[config.mk]
export PLATFORM = sky130hd
export DESIGN_NAME = hub75_rx
export DESIGN_NICKNAME = d
export VERILOG_FILES = /design/src/rtl/hub75_rx.sv
export SDC_FILE = /design/constraint.sdc
export NUM_CORES = 1
export LEC_CHECK = 0
export ABC_AREA = 1
export BUFFER_PORTS_ARGS = -buffer_cell sky130_fd_sc_hd__buf_4
export CAP_MARGIN = 30
export CORE_MARGIN = 1
export CORE_UTILIZATION = 63
export DETAILED_ROUTE_END_ITERATION = 8
export PLACE_DENSITY_LB_ADDON = 0.15
export SLEW_MARGIN = 20
export SYNTH_ARGS = -nofsm -noshare
export SYNTH_HDL_FRONTEND = slang
export SYNTH_SLANG_ARGS = --single-unit
export TNS_END_PERCENT = 5
[constraint.sdc]
create_clock -name clock -period 4.4 [get_ports clock]
set_clock_uncertainty 0.05 [all_clocks]
set_input_delay 0.44 -clock clock [delete_from_list [all_inputs] [get_ports clock]]
set_output_delay 0.44 -clock clock [all_outputs]
set_load 0.03 [all_outputs]
[src/rtl/hub75_rx.sv]
// HUB75 panel snooper: resynchronises the panel pins, captures each shifted line into a
// ping-pong buffer and replays it on an AXI-Stream port. Optional macro HUB75_RX_OE_STATS_EN.
module hub75_rx #(
  parameter int WIDTH       = 64,
  parameter int SYNC_STAGES = 2
) (
  input  logic       clock,
  input  logic       aresetn,
  input  logic       hub75io_clk,
  input  logic       hub75io_lat,
  input  logic       hub75io_oe,
  input  logic [1:0] hub75io_r,
  input  logic [1:0] hub75io_g,
  input  logic [1:0] hub75io_b,
  input  logic       hub75io_row_a,
  input  logic       hub75io_row_b,
  input  logic       hub75io_row_c,
  input  logic       hub75io_row_d,
  input  logic       hub75io_row_e,
  output logic [7:0] out_tdata,
  output logic       out_tvalid,
  input  logic       out_tready,
  output logic       out_tlast,
  output logic [4:0] out_row,
  output logic       err_overflow,
  output logic       err_toolong,
  output logic [15:0] line_count,
  output logic [31:0] oe_cycles
);
  localparam int CW = $clog2(WIDTH + 1);
  localparam int AW = $clog2(WIDTH);
  localparam int NB = 14;
  localparam logic [CW-1:0] WIDTH_C = CW'(WIDTH);
  // Synchroniser reset value holds oe high so a blanked panel is assumed after reset.
  localparam logic [NB-1:0] PIN_IDLE = 14'h0800;

  typedef enum logic [1:0] {IDLE, READ, SEND} state_t;

  logic [NB-1:0] pins;
  logic [NB-1:0] sync_q [SYNC_STAGES];
  logic [NB-1:0] sync_d [SYNC_STAGES];
  logic [NB-1:0] edge_q, edge_d, cur;
  logic          clk_rise, lat_rise, wr_en, swap, is_last, hs;
  logic [5:0]    pix;
  logic [CW-1:0] col_q, col_d, col_inc, len_q, len_d;
  logic [AW-1:0] idx_q, idx_d;
  logic [5:0]    rdata_q, rdata_d;
  logic [4:0]    row_q, row_d;
  logic          fill_sel_q, fill_sel_d, ovf_q, ovf_d, long_q, long_d;
  logic [15:0]   lines_q, lines_d;
  state_t        state_q, state_d;
  logic [5:0]    mem_q [2][WIDTH];

  assign pins = {hub75io_clk, hub75io_lat, hub75io_oe, hub75io_b, hub75io_g, hub75io_r,
                 hub75io_row_e, hub75io_row_d, hub75io_row_c, hub75io_row_b, hub75io_row_a};
  assign cur      = sync_q[SYNC_STAGES-1];
  assign clk_rise = cur[13] & ~edge_q[13];
  assign lat_rise = cur[12] & ~edge_q[12];
  assign pix      = {edge_q[10], edge_q[8], edge_q[6], edge_q[9], edge_q[7], edge_q[5]};
  assign hs       = (state_q == SEND) && out_tready;
  assign is_last  = (CW'(idx_q) + CW'(1)) == len_q;

  always_comb begin
    sync_d[0] = pins;
    for (int i = 1; i < SYNC_STAGES; i++) sync_d[i] = sync_q[i-1];
    edge_d = cur;
  end

  // A pixel arriving with the latch is counted into the line before the swap decision.
  always_comb begin
    wr_en      = clk_rise && (col_q != WIDTH_C);
    col_inc    = col_q + CW'(wr_en);
    swap       = lat_rise && (col_inc != '0) && (state_q == IDLE);
    col_d      = (lat_rise && (col_inc != '0)) ? '0 : col_inc;
    ovf_d      = ovf_q | (lat_rise && (col_inc != '0) && (state_q != IDLE));
    long_d     = long_q | (clk_rise && (col_q == WIDTH_C));
    fill_sel_d = fill_sel_q ^ swap;
    len_d      = swap ? col_inc : len_q;
    row_d      = swap ? edge_q[4:0] : row_q;
    lines_d    = lines_q + 16'(hs && is_last);
  end

  always_ff @(posedge clock) begin
    if (!aresetn) begin
      for (int i = 0; i < SYNC_STAGES; i++) sync_q[i] <= PIN_IDLE;
      edge_q     <= PIN_IDLE;
      col_q      <= '0;
      len_q      <= '0;
      row_q      <= '0;
      fill_sel_q <= 1'b0;
      ovf_q      <= 1'b0;
      long_q     <= 1'b0;
      lines_q    <= '0;
      state_q    <= IDLE;
      idx_q      <= '0;
      rdata_q    <= '0;
    end else begin
      for (int i = 0; i < SYNC_STAGES; i++) sync_q[i] <= sync_d[i];
      edge_q     <= edge_d;
      col_q      <= col_d;
      len_q      <= len_d;
      row_q      <= row_d;
      fill_sel_q <= fill_sel_d;
      ovf_q      <= ovf_d;
      long_q     <= long_d;
      lines_q    <= lines_d;
      state_q    <= state_d;
      idx_q      <= idx_d;
      rdata_q    <= rdata_d;
    end
  end

  always_ff @(posedge clock) begin
    if (wr_en) mem_q[fill_sel_q][col_q[AW-1:0]] <= pix;
  end

  // Read address follows the next index so a handshake never costs a bubble.
  always_comb begin
    state_d = state_q;
    idx_d   = '0;
    case (state_q)
      IDLE: if (swap) state_d = READ;
      READ: state_d = SEND;
      SEND: begin
        idx_d = idx_q;
        if (hs) begin
          if (is_last) state_d = IDLE;
          else idx_d = idx_q + AW'(1);
        end
      end
      default: state_d = IDLE;
    endcase
    rdata_d = mem_q[~fill_sel_q][idx_d];
  end

  always_comb begin
    out_tvalid = (state_q == SEND);
    out_tlast  = out_tvalid && is_last;
    out_tdata  = {2'b00, rdata_q};
    out_row    = row_q;
  end

  assign err_overflow = ovf_q;
  assign err_toolong  = long_q;
  assign line_count   = lines_q;

`ifdef HUB75_RX_OE_STATS_EN
  logic [31:0] oe_cnt_q, oe_cnt_d;
  always_comb begin
    oe_cnt_d = oe_cnt_q;
    if (!edge_q[11] && (oe_cnt_q != '1)) oe_cnt_d = oe_cnt_q + 32'd1;
  end
  always_ff @(posedge clock) begin
    if (!aresetn) oe_cnt_q <= '0;
    else          oe_cnt_q <= oe_cnt_d;
  end
  assign oe_cycles = oe_cnt_q;
`else
  logic oe_unused;
  assign oe_unused = edge_q[11];
  assign oe_cycles = '0;
`endif
endmodule

==> flow_summary.yaml <==
cts:
  root_buffer: "clkbuf_16"
  h-tree-depth: 3
  cts_buffers: 84
  cts.reportedPaths.clkPinSlew_ns: 0.06
  clkLatencyLatePin_ns: 0.62
  cts_sinks: 859
  cts_tree: "done"
  cts_setup_buffers: 0
  clockBufferDepth: 3
outcome:
  outcome: "finished clean"
drt:
  via_count: 23100
  wl_mm: 84.4
  post_drt_wl_per_cell_um: 21.9
  wl_met2_mm: 40.8
  avgViaCountPerCell: 6.01
  met1_length_mm: 34.2
  drc: 0
  routed.top_layer: "met4"
  antenna_left: 0
  dr.pass1.iters: 6
  drt-initial-drc-count: 2314
  route.met3.wl_mm: 7.14
die:
  die_x_um: 241
  core_mm2: 0.0563
  die_y_um: 241
  initial_core_util_pct: 63.7
  dieArea_mm2: 0.0579
  io_pins: 82
  rows: 87
worst_setup_path:
  crit_type: "reg2reg"
  cp_max_fo: 5
  setup.worst_path.start_class: "register"
  r2r-start: "idx_q[0]"
  r2r_cells: 23
  startpoint: "idx_q[0]"
  cp.arrival_ns: 4.17
  endpoint: "line_count[14]"
  r2r_slack_ns: 0.69
  end_kind: "register"
  rr_endpoint: "line_count[14]"
  cp_data_required_time_ns: 4.86
yosys:
  synth_seq_cells: 859
  yosysWarnings: 0
  synth_edf_count: 768
  yosysTopAreaCell: "edfxtp_1"
  syn-instance-count: 3009
  ys_top_cells_by_area: "edfxtp_1 64%, mux2i_1 6.4%, nor2_1 5.1%"
  ys_seq_area_share_pct: 69.4
  async_flop_share_pct: 0
  ys_types: 36
  yosysMostFrequentCell: "edfxtp_1"
  ys_top_cells_by_count: "768 x edfxtp_1, 492 x nor2_1, 345 x nand2_1"
  syn_area_mm2: 0.0359
  synth_top_cell_area_share_pct: 64.3
  synth_ff_type: "edfxtp_1"
  postSynthAreaPerCell_um2: 11.9
sta:
  post-route-period-util_pct: 84.2
  final_hold_viol_count: 0
  max_slew_margin_pct: 31.4
  period_needed_ns: 3.71
  fin_tns_setup_ns: 0
  fin_hold_ws_ns: 0.153
  final_max_slew_viol_count: 0
  timing_worst_slew_pin_value_ns: 1.02
  finalSetupViolations: 0
  fmax_ghz: 0.270
  grt_setup_unrepaired: "no"
place:
  port_buffers: 46
  gp_congestion: 0.866
  place_hpwl_mm: 49.2
power:
  ir_drop_v: 0.000362
  power_density_mw_per_mm2: 409
  p_leak_nw: 14.8
cells_and_area:
  fillCellCount: 3885
  regArea_mm2: 0.0249
  area_growth_pct: 10.5
  multiInputGateArea_mm2: 0.00957
  drive_gt1_share_pct: 8.10
  nets: 3042
global_route:
  grt_pass1_wl_mm: 127
  grt_pass1_vias: 22100
  grt_max_degree: 158
  antenna_found_initial: 0
  grt_use_total_pct: 29.3
  overflow: 0
job:
  maxCapViolCount: 0
hold_path:
  hp-class: "in2reg"
==> through the flow <==
stage               power [mW]  cell area (µm²)  setup slack [ns]  std cells  utilization [%]
global route              16.6            39600             0.386       3844             70.4
CTS                       16.3            39500             0.480       3837             70.2
floorplan                 9.30            36000              1.35       3042                -
finish                    16.2            39600             0.693       3845             70.4
detailed placement        9.38            36700             0.502       3670             65.3
global placement          9.37            36700             0.621       3669             65.2
==> how the worst min path moves through the flow <==
stage	slack, ns	startpoint	to	cells past startpoint
detailed placement	0.35	sync_q[0][17]	edge_q[3]	2
global route	0.17	out_tready	state_q[1]	4
global placement	0.34	sync_q[0][21]	edge_q[7]	2
CTS	0.14	out_tready	state_q[1]	4
floorplan	0.34	sync_q[0][14]	edge_q[0]	2
finish	0.15	out_tready	state_q[1]	4
==> cell type report <==
| type | instances | area share [%] |
|---|---|---|
| Tap cell | 756 | 2.39 |
| Multi-Input combinational cell | 1840 | 24.1 |
| Sequential cell | 859 | 62.9 |
| Inverter | 115 | 1.10 |
| Timing Repair Buffer | 120 | 2.76 |
| Clock buffer | 116 | 5.84 |
| Clock inverter | 38 | 0.897 |
| Antenna cell | 1 | 0.00631 |
==> power by group <==
part           internal, mW  switching, mW
Combinational         0.106          0.257
Sequential             8.83         0.0383
Clock                  4.04           2.94
==> kinds of logic (layout without fill, tap and decap cells) <==
| logic type | after synthesis | count (layout) | synth area share [%] |
|---|---|---|---|
| other | 1 | 35 | 0.0105 |
| AOI/OAI and AO/OA | 214 | 214 | 3.03 |
| and+or+nand+nor | 1354 | 1354 | 16.5 |
| xor gates and xnor gates | 5 | 5 | 0.122 |
| muxes | 228 | 228 | 6.36 |
| DFF | 859 | 859 | 69.4 |
| adders and majority gates | 5 | 5 | 0.174 |
| buffers and inverters | 343 | 389 | 4.46 |
==> layer usage <==
| metal | vias up | GRT usage (%) |
|---|---|---|
| met1 | 11300 | 39.6 |
| met5 | - | 0 |
| met4 | 0 | 10.2 |
| met2 | 1003 | 47.4 |
| li1 | 10700 | - |
| met3 | 148 | 6.05 |
==> what timing repair did <==
| action | 4_1_cts | 5_1_grt |
|---|---|---|
| hold buffers | 13 | 0 |
| endpoints found under the hold margin | 13 | 0 |
| resized for setup | 0 | 0 |
==> sequential cells by signal (all words and copies together), names as in the netlist <==
signal        count
rdata_q           6
sync_q           26
out_row           5
state_q           2
fill_sel_q        1
err_toolong       1
edge_q           13
mem_q           768
idx_q             6
line_count       16
err_overflow      1
len_q             7
col_q             7
==> layout by cell type (no fill, tap or decap), types with 2 or more instances in the layout <==
master and instances:
nand3_4 3, inv_6 3, inv_2 7, xor2_1 4, buf_4 90, clkbuf_1 26, edfxtp_1 768, conb_1 34
clkbuf_8 3, clkinv_1 17, clkinv_8 2, nand3_1 311, nand2_4 3, o21ai_0 122, mux2i_1 228, dfxtp_1 84
a21oi_1 29, dfxtp_4 7, clkbuf_16 87, inv_1 105, nor2_1 491, o21a_1 4, buf_16 2, ha_1 5
clkinv_2 12, buf_2 3, o21ai_1 57, nand2_1 345, nor3_1 80, nor2_2 4, nand4_1 111, bufinv_16 6
buf_12 10, dlygate4sd3_1 13
==> worst max-delay path, stage by stage (launching register included) <==
cell     delay, ns
dfxtp_1       0.46
ha_1          0.24
nand2_1       0.12
nor2_1        0.15
nand2_1       0.06
nand2_1       0.06
nand3_1       0.09
nor2_2        0.18
nand3_1       0.14
nor2_1        0.25
ha_1          0.23
ha_1          0.17
nand2_1       0.07
nor2_1        0.09
inv_1         0.06
nor3_1        0.13
inv_1         0.09
nor2_1        0.13
nand2_1       0.08
nor2_1        0.19
nand3_1       0.14
nor3_1        0.21
a21oi_1       0.10
o21a_1        0.12
Power figures use the tool's default switching activity.
